<file path="src/rtl/mem_port_arbiter.sv">
// mem_port_arbiter: serialises the pipeline's fetch and data ports onto one
// variable-latency backend memory. Data has priority, bounded by a streak
// limit so fetch cannot starve; a watchdog turns a hung access into a
// flagged completion with zero read data.
module mem_port_arbiter #(
  parameter int unsigned WORD_SIZE    = 16,
  parameter int unsigned MAX_D_STREAK = 4,
  parameter int unsigned TIMEOUT      = 64
) (
  input  logic                 clk,
  input  logic                 reset_n,
  input  logic                 i_req,
  input  logic [WORD_SIZE-1:0] i_addr,
  output logic                 i_ready,
  output logic [WORD_SIZE-1:0] i_rdata,
  input  logic                 d_req,
  input  logic                 d_we,
  input  logic [WORD_SIZE-1:0] d_addr,
  input  logic [WORD_SIZE-1:0] d_wdata,
  output logic                 d_ready,
  output logic [WORD_SIZE-1:0] d_rdata,
  output logic                 mem_read,
  output logic                 mem_write,
  output logic [WORD_SIZE-1:0] mem_addr,
  output logic [WORD_SIZE-1:0] mem_wdata,
  input  logic [WORD_SIZE-1:0] mem_rdata,
  input  logic                 mem_ack,
  output logic                 busy,
  output logic                 owner,
  output logic                 err
);

  localparam int unsigned TIMER_W  = $clog2(TIMEOUT + 1);
  localparam int unsigned STREAK_W = $clog2(MAX_D_STREAK + 1);

  localparam logic [1:0] S_IDLE   = 2'd0;
  localparam logic [1:0] S_ACCESS = 2'd1;
  localparam logic [1:0] S_RESP   = 2'd2;

  logic [1:0]           state, state_nxt;
  logic [STREAK_W-1:0]  d_streak, d_streak_nxt;
  logic [TIMER_W-1:0]   timer, timer_nxt;
  logic                 i_ready_nxt, d_ready_nxt;
  logic [WORD_SIZE-1:0] i_rdata_nxt, d_rdata_nxt;
  logic                 mem_read_nxt, mem_write_nxt;
  logic [WORD_SIZE-1:0] mem_addr_nxt, mem_wdata_nxt;
  logic                 busy_nxt, owner_nxt, err_nxt;
  logic                 d_grant;

  // Data wins unless fetch is waiting and data has used up its streak
  assign d_grant = d_req && !(i_req && (d_streak == STREAK_W'(MAX_D_STREAK)));

  // Next-state and next-output logic
  always_comb begin
    state_nxt     = state;
    d_streak_nxt  = d_streak;
    timer_nxt     = timer;
    i_ready_nxt   = 1'b0;
    d_ready_nxt   = 1'b0;
    i_rdata_nxt   = i_rdata;
    d_rdata_nxt   = d_rdata;
    mem_read_nxt  = mem_read;
    mem_write_nxt = mem_write;
    mem_addr_nxt  = mem_addr;
    mem_wdata_nxt = mem_wdata;
    owner_nxt     = owner;
    err_nxt       = err;

    case (state)
      S_IDLE: begin
        if (!i_req) d_streak_nxt = '0;
        timer_nxt = '0;
        if (d_grant) begin
          owner_nxt    = 1'b1;
          mem_addr_nxt = d_addr;
          if (d_we) begin
            mem_write_nxt = 1'b1;
            mem_read_nxt  = 1'b0;
            mem_wdata_nxt = d_wdata;
          end else begin
            mem_write_nxt = 1'b0;
            mem_read_nxt  = 1'b1;
          end
          if (i_req && (d_streak < STREAK_W'(MAX_D_STREAK)))
            d_streak_nxt = d_streak + STREAK_W'(1);
          state_nxt = S_ACCESS;
        end else if (i_req) begin
          owner_nxt     = 1'b0;
          mem_addr_nxt  = i_addr;
          mem_read_nxt  = 1'b1;
          mem_write_nxt = 1'b0;
          d_streak_nxt  = '0;
          state_nxt     = S_ACCESS;
        end
      end

      S_ACCESS: begin
        timer_nxt = timer + TIMER_W'(1);
        if (mem_ack) begin
          if (!owner)        i_rdata_nxt = mem_rdata;
          else if (mem_read) d_rdata_nxt = mem_rdata;
          mem_read_nxt  = 1'b0;
          mem_write_nxt = 1'b0;
          i_ready_nxt   = !owner;
          d_ready_nxt   = owner;
          state_nxt     = S_RESP;
        end else if (timer == TIMER_W'(TIMEOUT - 1)) begin
          if (!owner) i_rdata_nxt = '0;
          else        d_rdata_nxt = '0;
          mem_read_nxt  = 1'b0;
          mem_write_nxt = 1'b0;
          err_nxt       = 1'b1;
          i_ready_nxt   = !owner;
          d_ready_nxt   = owner;
          state_nxt     = S_RESP;
        end
      end

      S_RESP: begin
        timer_nxt = '0;
        state_nxt = S_IDLE;
      end

      default: state_nxt = S_IDLE;
    endcase

    busy_nxt = (state_nxt != S_IDLE);
  end

  // State and registered outputs, synchronous active-low reset
  always_ff @(posedge clk) begin
    if (!reset_n) begin
      state     <= S_IDLE;
      d_streak  <= '0;
      timer     <= '0;
      i_ready   <= 1'b0;
      d_ready   <= 1'b0;
      i_rdata   <= '0;
      d_rdata   <= '0;
      mem_read  <= 1'b0;
      mem_write <= 1'b0;
      mem_addr  <= '0;
      mem_wdata <= '0;
      busy      <= 1'b0;
      owner     <= 1'b0;
      err       <= 1'b0;
    end else begin
      state     <= state_nxt;
      d_streak  <= d_streak_nxt;
      timer     <= timer_nxt;
      i_ready   <= i_ready_nxt;
      d_ready   <= d_ready_nxt;
      i_rdata   <= i_rdata_nxt;
      d_rdata   <= d_rdata_nxt;
      mem_read  <= mem_read_nxt;
      mem_write <= mem_write_nxt;
      mem_addr  <= mem_addr_nxt;
      mem_wdata <= mem_wdata_nxt;
      busy      <= busy_nxt;
      owner     <= owner_nxt;
      err       <= err_nxt;
    end
  end

endmodule

</file>
<file path="config.mk">
export PLATFORM = sky130hd
export DESIGN_NAME = mem_port_arbiter
export DESIGN_NICKNAME = d
export VERILOG_FILES = /design/src/rtl/mem_port_arbiter.sv
export SDC_FILE = /design/constraint.sdc
export NUM_CORES = 1
export LEC_CHECK = 0
export CORE_UTILIZATION = 25
export CTS_BUF_LIST = sky130_fd_sc_hd__clkbuf_4
export DETAILED_ROUTE_END_ITERATION = 8
export MAX_ROUTING_LAYER = met4
export PLACE_DENSITY = 0.6
export SKIP_LAST_GASP = 1
export SYNTH_ARGS = -nofsm -noshare
export SYNTH_HDL_FRONTEND = slang
export SYNTH_SLANG_ARGS = --single-unit
</file>
<file path="constraint.sdc">
create_clock -name clk -period 4.35 [get_ports clk]
set_input_delay 0.6525 -clock clk [delete_from_list [all_inputs] [get_ports clk]]
set_output_delay 0.6525 -clock clk [all_outputs]
set_load 0.01 [all_outputs]
</file>
==> key figures <==
Clocking
  • Clock root cell: clkbuf_4
  • Clock Latency Late Sink: 0.48 ns
  • Post_cts resized: 0
  • Post-CTS Hold Fix Bufs: 0
  • Post-CTS setup buffers: 0
  • Inserted Clock Buffers: 9
  • Htree depth: 3
  • Maximum root-to-sink buffer count: 2
  • Clock slew at reported path FFs: around 0.14 ns
  • Clock Sinks: 83
  • CTS tree: yes

Route
  • DR WL/cell: around 16 um
  • Detail Route Antenna Nets: 0
  • DRT Wirelength: about 12000 um
  • Vias per Instance: 4.99
  • DRC: 0
  • First drt pass iteration count: 5
  • Initial DRC count: roughly 190
  • Via Count: ~3800

Yosys
  • Netlist cell types: between 50 and 60
  • Syn_area_per_cell: a little under 9 sq um
  • Post-synthesis compound-gate area fraction: 0.253
  • Synth Area in XOR/XNOR: 0.00658
  • Post-synth top cells: 83 x dfxtp_1, 41 x a21oi_1, 39 x o21ai_0
  • Post-synth EDFFs: 0
  • Syn Inst Count: approximately 450
  • Sequential area share after synthesis: 0.416
  • Mapped Area: between 3000 and 4000 sq um
  • Flops & latches, synth: a little over 80
  • Post-synth top area share: 0.416
  • Syn nets: ~520
  • Simple-gate share of the synthesized area: 0.191
  • Dominant synthesized flop cell: dfxtp_1
  • Synth area leader: dfxtp_1
  • Count leader, synth: dfxtp_1
  • Synth Area in Adders: 0.00940
  • Syn. warnings: 0
  • Async SR Flop Fraction: 0
  • Leading cell types by total area after synthesis: dfxtp_1 42%, a21oi_1 5.1%, o21ai_0 4.9%
  • Largest family of logic cells by synthesized area: compound AO/OA/AOI/OAI gates
  • Mux contribution to synthesized area: 0.0476

Floorplan
  • DIE WIDTH: between 100 and 150 um
  • Core Area: 15400 sq um
  • Die Span Y: 128 um
  • Cell Rows: 45
  • I/O pin count: 141
  • Initial core utilization: 0.260
  • Die area: about 16000 sq um

Finish
  • Final core utilization: 0.359
  • Final Non-Filler Cells: slightly below 800
  • Fraction of layout cells with a size suffix above 1: 0.0857
  • Diode count: 0
  • Fillers: ~1500
  • Nets: 628
  • Area grow syn2layout: 38.4%

STA
  • Hold Fails Final Rpt: 0
  • Fin Clk Skew: 0.0298 ns
  • Final Cycle Share: 0.595
  • # setup viols final: 0
  • Relative max-transition margin: 0.300
  • Post-layout min period: 2.59 ns
  • Slew of the pin with the lowest slew margin: ~1.1 ns
  • Hold_ws: just under 0.5 ns
  • Unrepaired setup endpoints after global routing: no
  • Setup TNS Final: 0 ns
  • Slew Viols, Final: 0
  • Peak Freq: 0.386 GHz

Worst setup path
  • Data required, critical path: 3.70 ns
  • RR Startpoint: state[0]
  • CP max stage delay: about 0.81 ns
  • Max FO, Critical Path: 19
  • Crit path max-delay family: flip-flops
  • R2R Setup Slk: 2.21 ns
  • Setup crit start kind: flop
  • WP data arrival: around 1.9 ns
  • Kind of critical path: flop to output port
  • Worst Reg-to-Reg Cells: 3
  • Setup crit end kind: output port
  • Crit-path slowest cell: dfxtp_1
  • Reg2reg end: i_rdata[2]
  • Crit-path cells: clkdlybuf4s50_1
  • WP buf/inv: 1

Global routing
  • GRT Util Overall: 0.155
  • Largest net degree at the start of global routing: 57
  • Vias in the first global route: ~3800
  • First-pass GRT wire length: 19300 um
  • Initial antenna violation count: 0
  • Gr ovfl total: 0

Power
  • Sw power: roughly 0.51 mW
  • Seq pwr share: 0.519
  • Comb power frac: 0.213
  • PwrDens: ~290 nW/um^2
  • Clock share of power: 0.268
  • Internal: approximately 1.1 mW
  • Sw frac: 0.312
  • Max VDD drop: ~120 uV
  • Pleak: between 1.5 and 2 nW

Min path
  • Worst hold path endpoint: mem_wdata[6]
  • Worst hold stages: 2
  • Hold path startpoint: mem_wdata[6]
  • Hold/Removal Path Class: flop to flop

Place
  • IO buf count: 140
  • Placer Congestion: 0.820
  • DP Wirelength: 8330 um
  • Placed cell count: 755

Outcome
  • Outcome: complete, no violations

Job
  • Max-cap check violation count: 0
[cells in the final DEF, fill, tap and decap left out, types with 2 or more instances in the layout]
| cell | count |
|---|---|
| dfxtp_1 | 83 |
| clkbuf_4 | 9 |
| clkinv_4 | 4 |
| o21ai_0 | 39 |
| mux2_2 | 16 |
| nor2b_1 | 2 |
| inv_1 | 4 |
| a311oi_1 | 15 |
| a21boi_0 | 16 |
| clkdlybuf4s50_1 | 139 |
| nand3_1 | 33 |
| or3_1 | 3 |
| a21oi_1 | 41 |
| buf_4 | 4 |
| ha_1 | 3 |
| nand2b_1 | 3 |
| nor2_1 | 5 |
| nand4_1 | 18 |
| xor2_1 | 2 |
| nor2_2 | 2 |
| a221oi_1 | 2 |
| and3_1 | 19 |
| o311a_1 | 16 |
| o21bai_1 | 16 |
| nand2_1 | 38 |
[state kept, by name, summed over array words and instances (netlist names)]
| name | cells |
|---|---|
| owner | 1 |
| mem_write | 1 |
| d_rdata | 16 |
| i_rdata | 16 |
| state | 2 |
| d_ready | 1 |
| busy | 1 |
| timer | 7 |
| mem_wdata | 16 |
| mem_addr | 16 |
| d_streak | 3 |
| i_ready | 1 |
| mem_read | 1 |
| err | 1 |
[worst max path at each step]
stage | start | endpoint | slack [ns] | depth (start not counted)
6_report | mem_read | mem_read | 1.76 | 1
5_1_grt | mem_read | mem_read | 1.61 | 1
4_1_cts | mem_read | mem_read | 1.69 | 1
3_5_place_dp | mem_ack | i_rdata[2] | 1.49 | 5
3_3_place_gp | mem_ack | i_rdata[13] | 1.60 | 5
2_1_floorplan | i_req | mem_addr[12] | 2.71 | 5
[layer usage]
metal | GRT usage | part of all wire | up-vias | wire (um)
li1 | - | - | 1880 | -
met1 | 0.188 | 0.46 | 1820 | 5650
met2 | 0.245 | 0.45 | 130 | 5510
met3 | 0.0407 | 0.062 | 19 | 753
met4 | 0.0609 | 0.022 | 0 | 272
met5 | - | 0 | - | 0
[cells by family after synthesis]
kind of cell	Yosys count
AO/OA/AOI/OAI	152
XOR/XNOR	3
adder cells (fa/ha/maj)	3
buffers and inverters	51
flip-flops	83
multiplexers	17
AND/OR/NAND/NOR	137
[worst reg2reg max path, stage by stage, from the launching register on]
cell	delay, ns
dfxtp_1	0.59
and4bb_1	0.97
a21oi_1	0.19
a311oi_1	0.29
[cell type report]
class,count,area (sq um),area share
multi-input combinational,312,2030,0.367
sequential,83,1660,0.301
timing repair buffer,144,1430,0.258
tap,211,264,0.0478
clock buffer,9,67.6,0.0122
clock inverter,7,60.1,0.0109
inverter,5,18.8,0.00340
[through the flow]
step / setup WS (ns) / cell area (sq um) / power (mW)
finish: 1.76 / 5530 / 1.63
global route: 1.61 / 5530 / 1.72
CTS: 1.69 / 5530 / 1.66
detailed placement: 1.49 / 5400 / 1.21
global placement: 1.60 / 5400 / 1.20
floorplan: 2.71 / 3990 / 1.03
[power by group through the flow]
| stage | clock network, mW | logic (mW) | registers (mW) |
|---|---|---|---|
| floorplan | 0 | 0.169 | 0.863 |
| global placement | 0 | 0.341 | 0.859 |
| detailed placement | 0 | 0.348 | 0.860 |
| CTS | 0.463 | 0.349 | 0.844 |
| global route | 0.495 | 0.376 | 0.851 |
| finish | 0.436 | 0.346 | 0.843 |
Note: power is estimated with default switching activity, not from simulation.
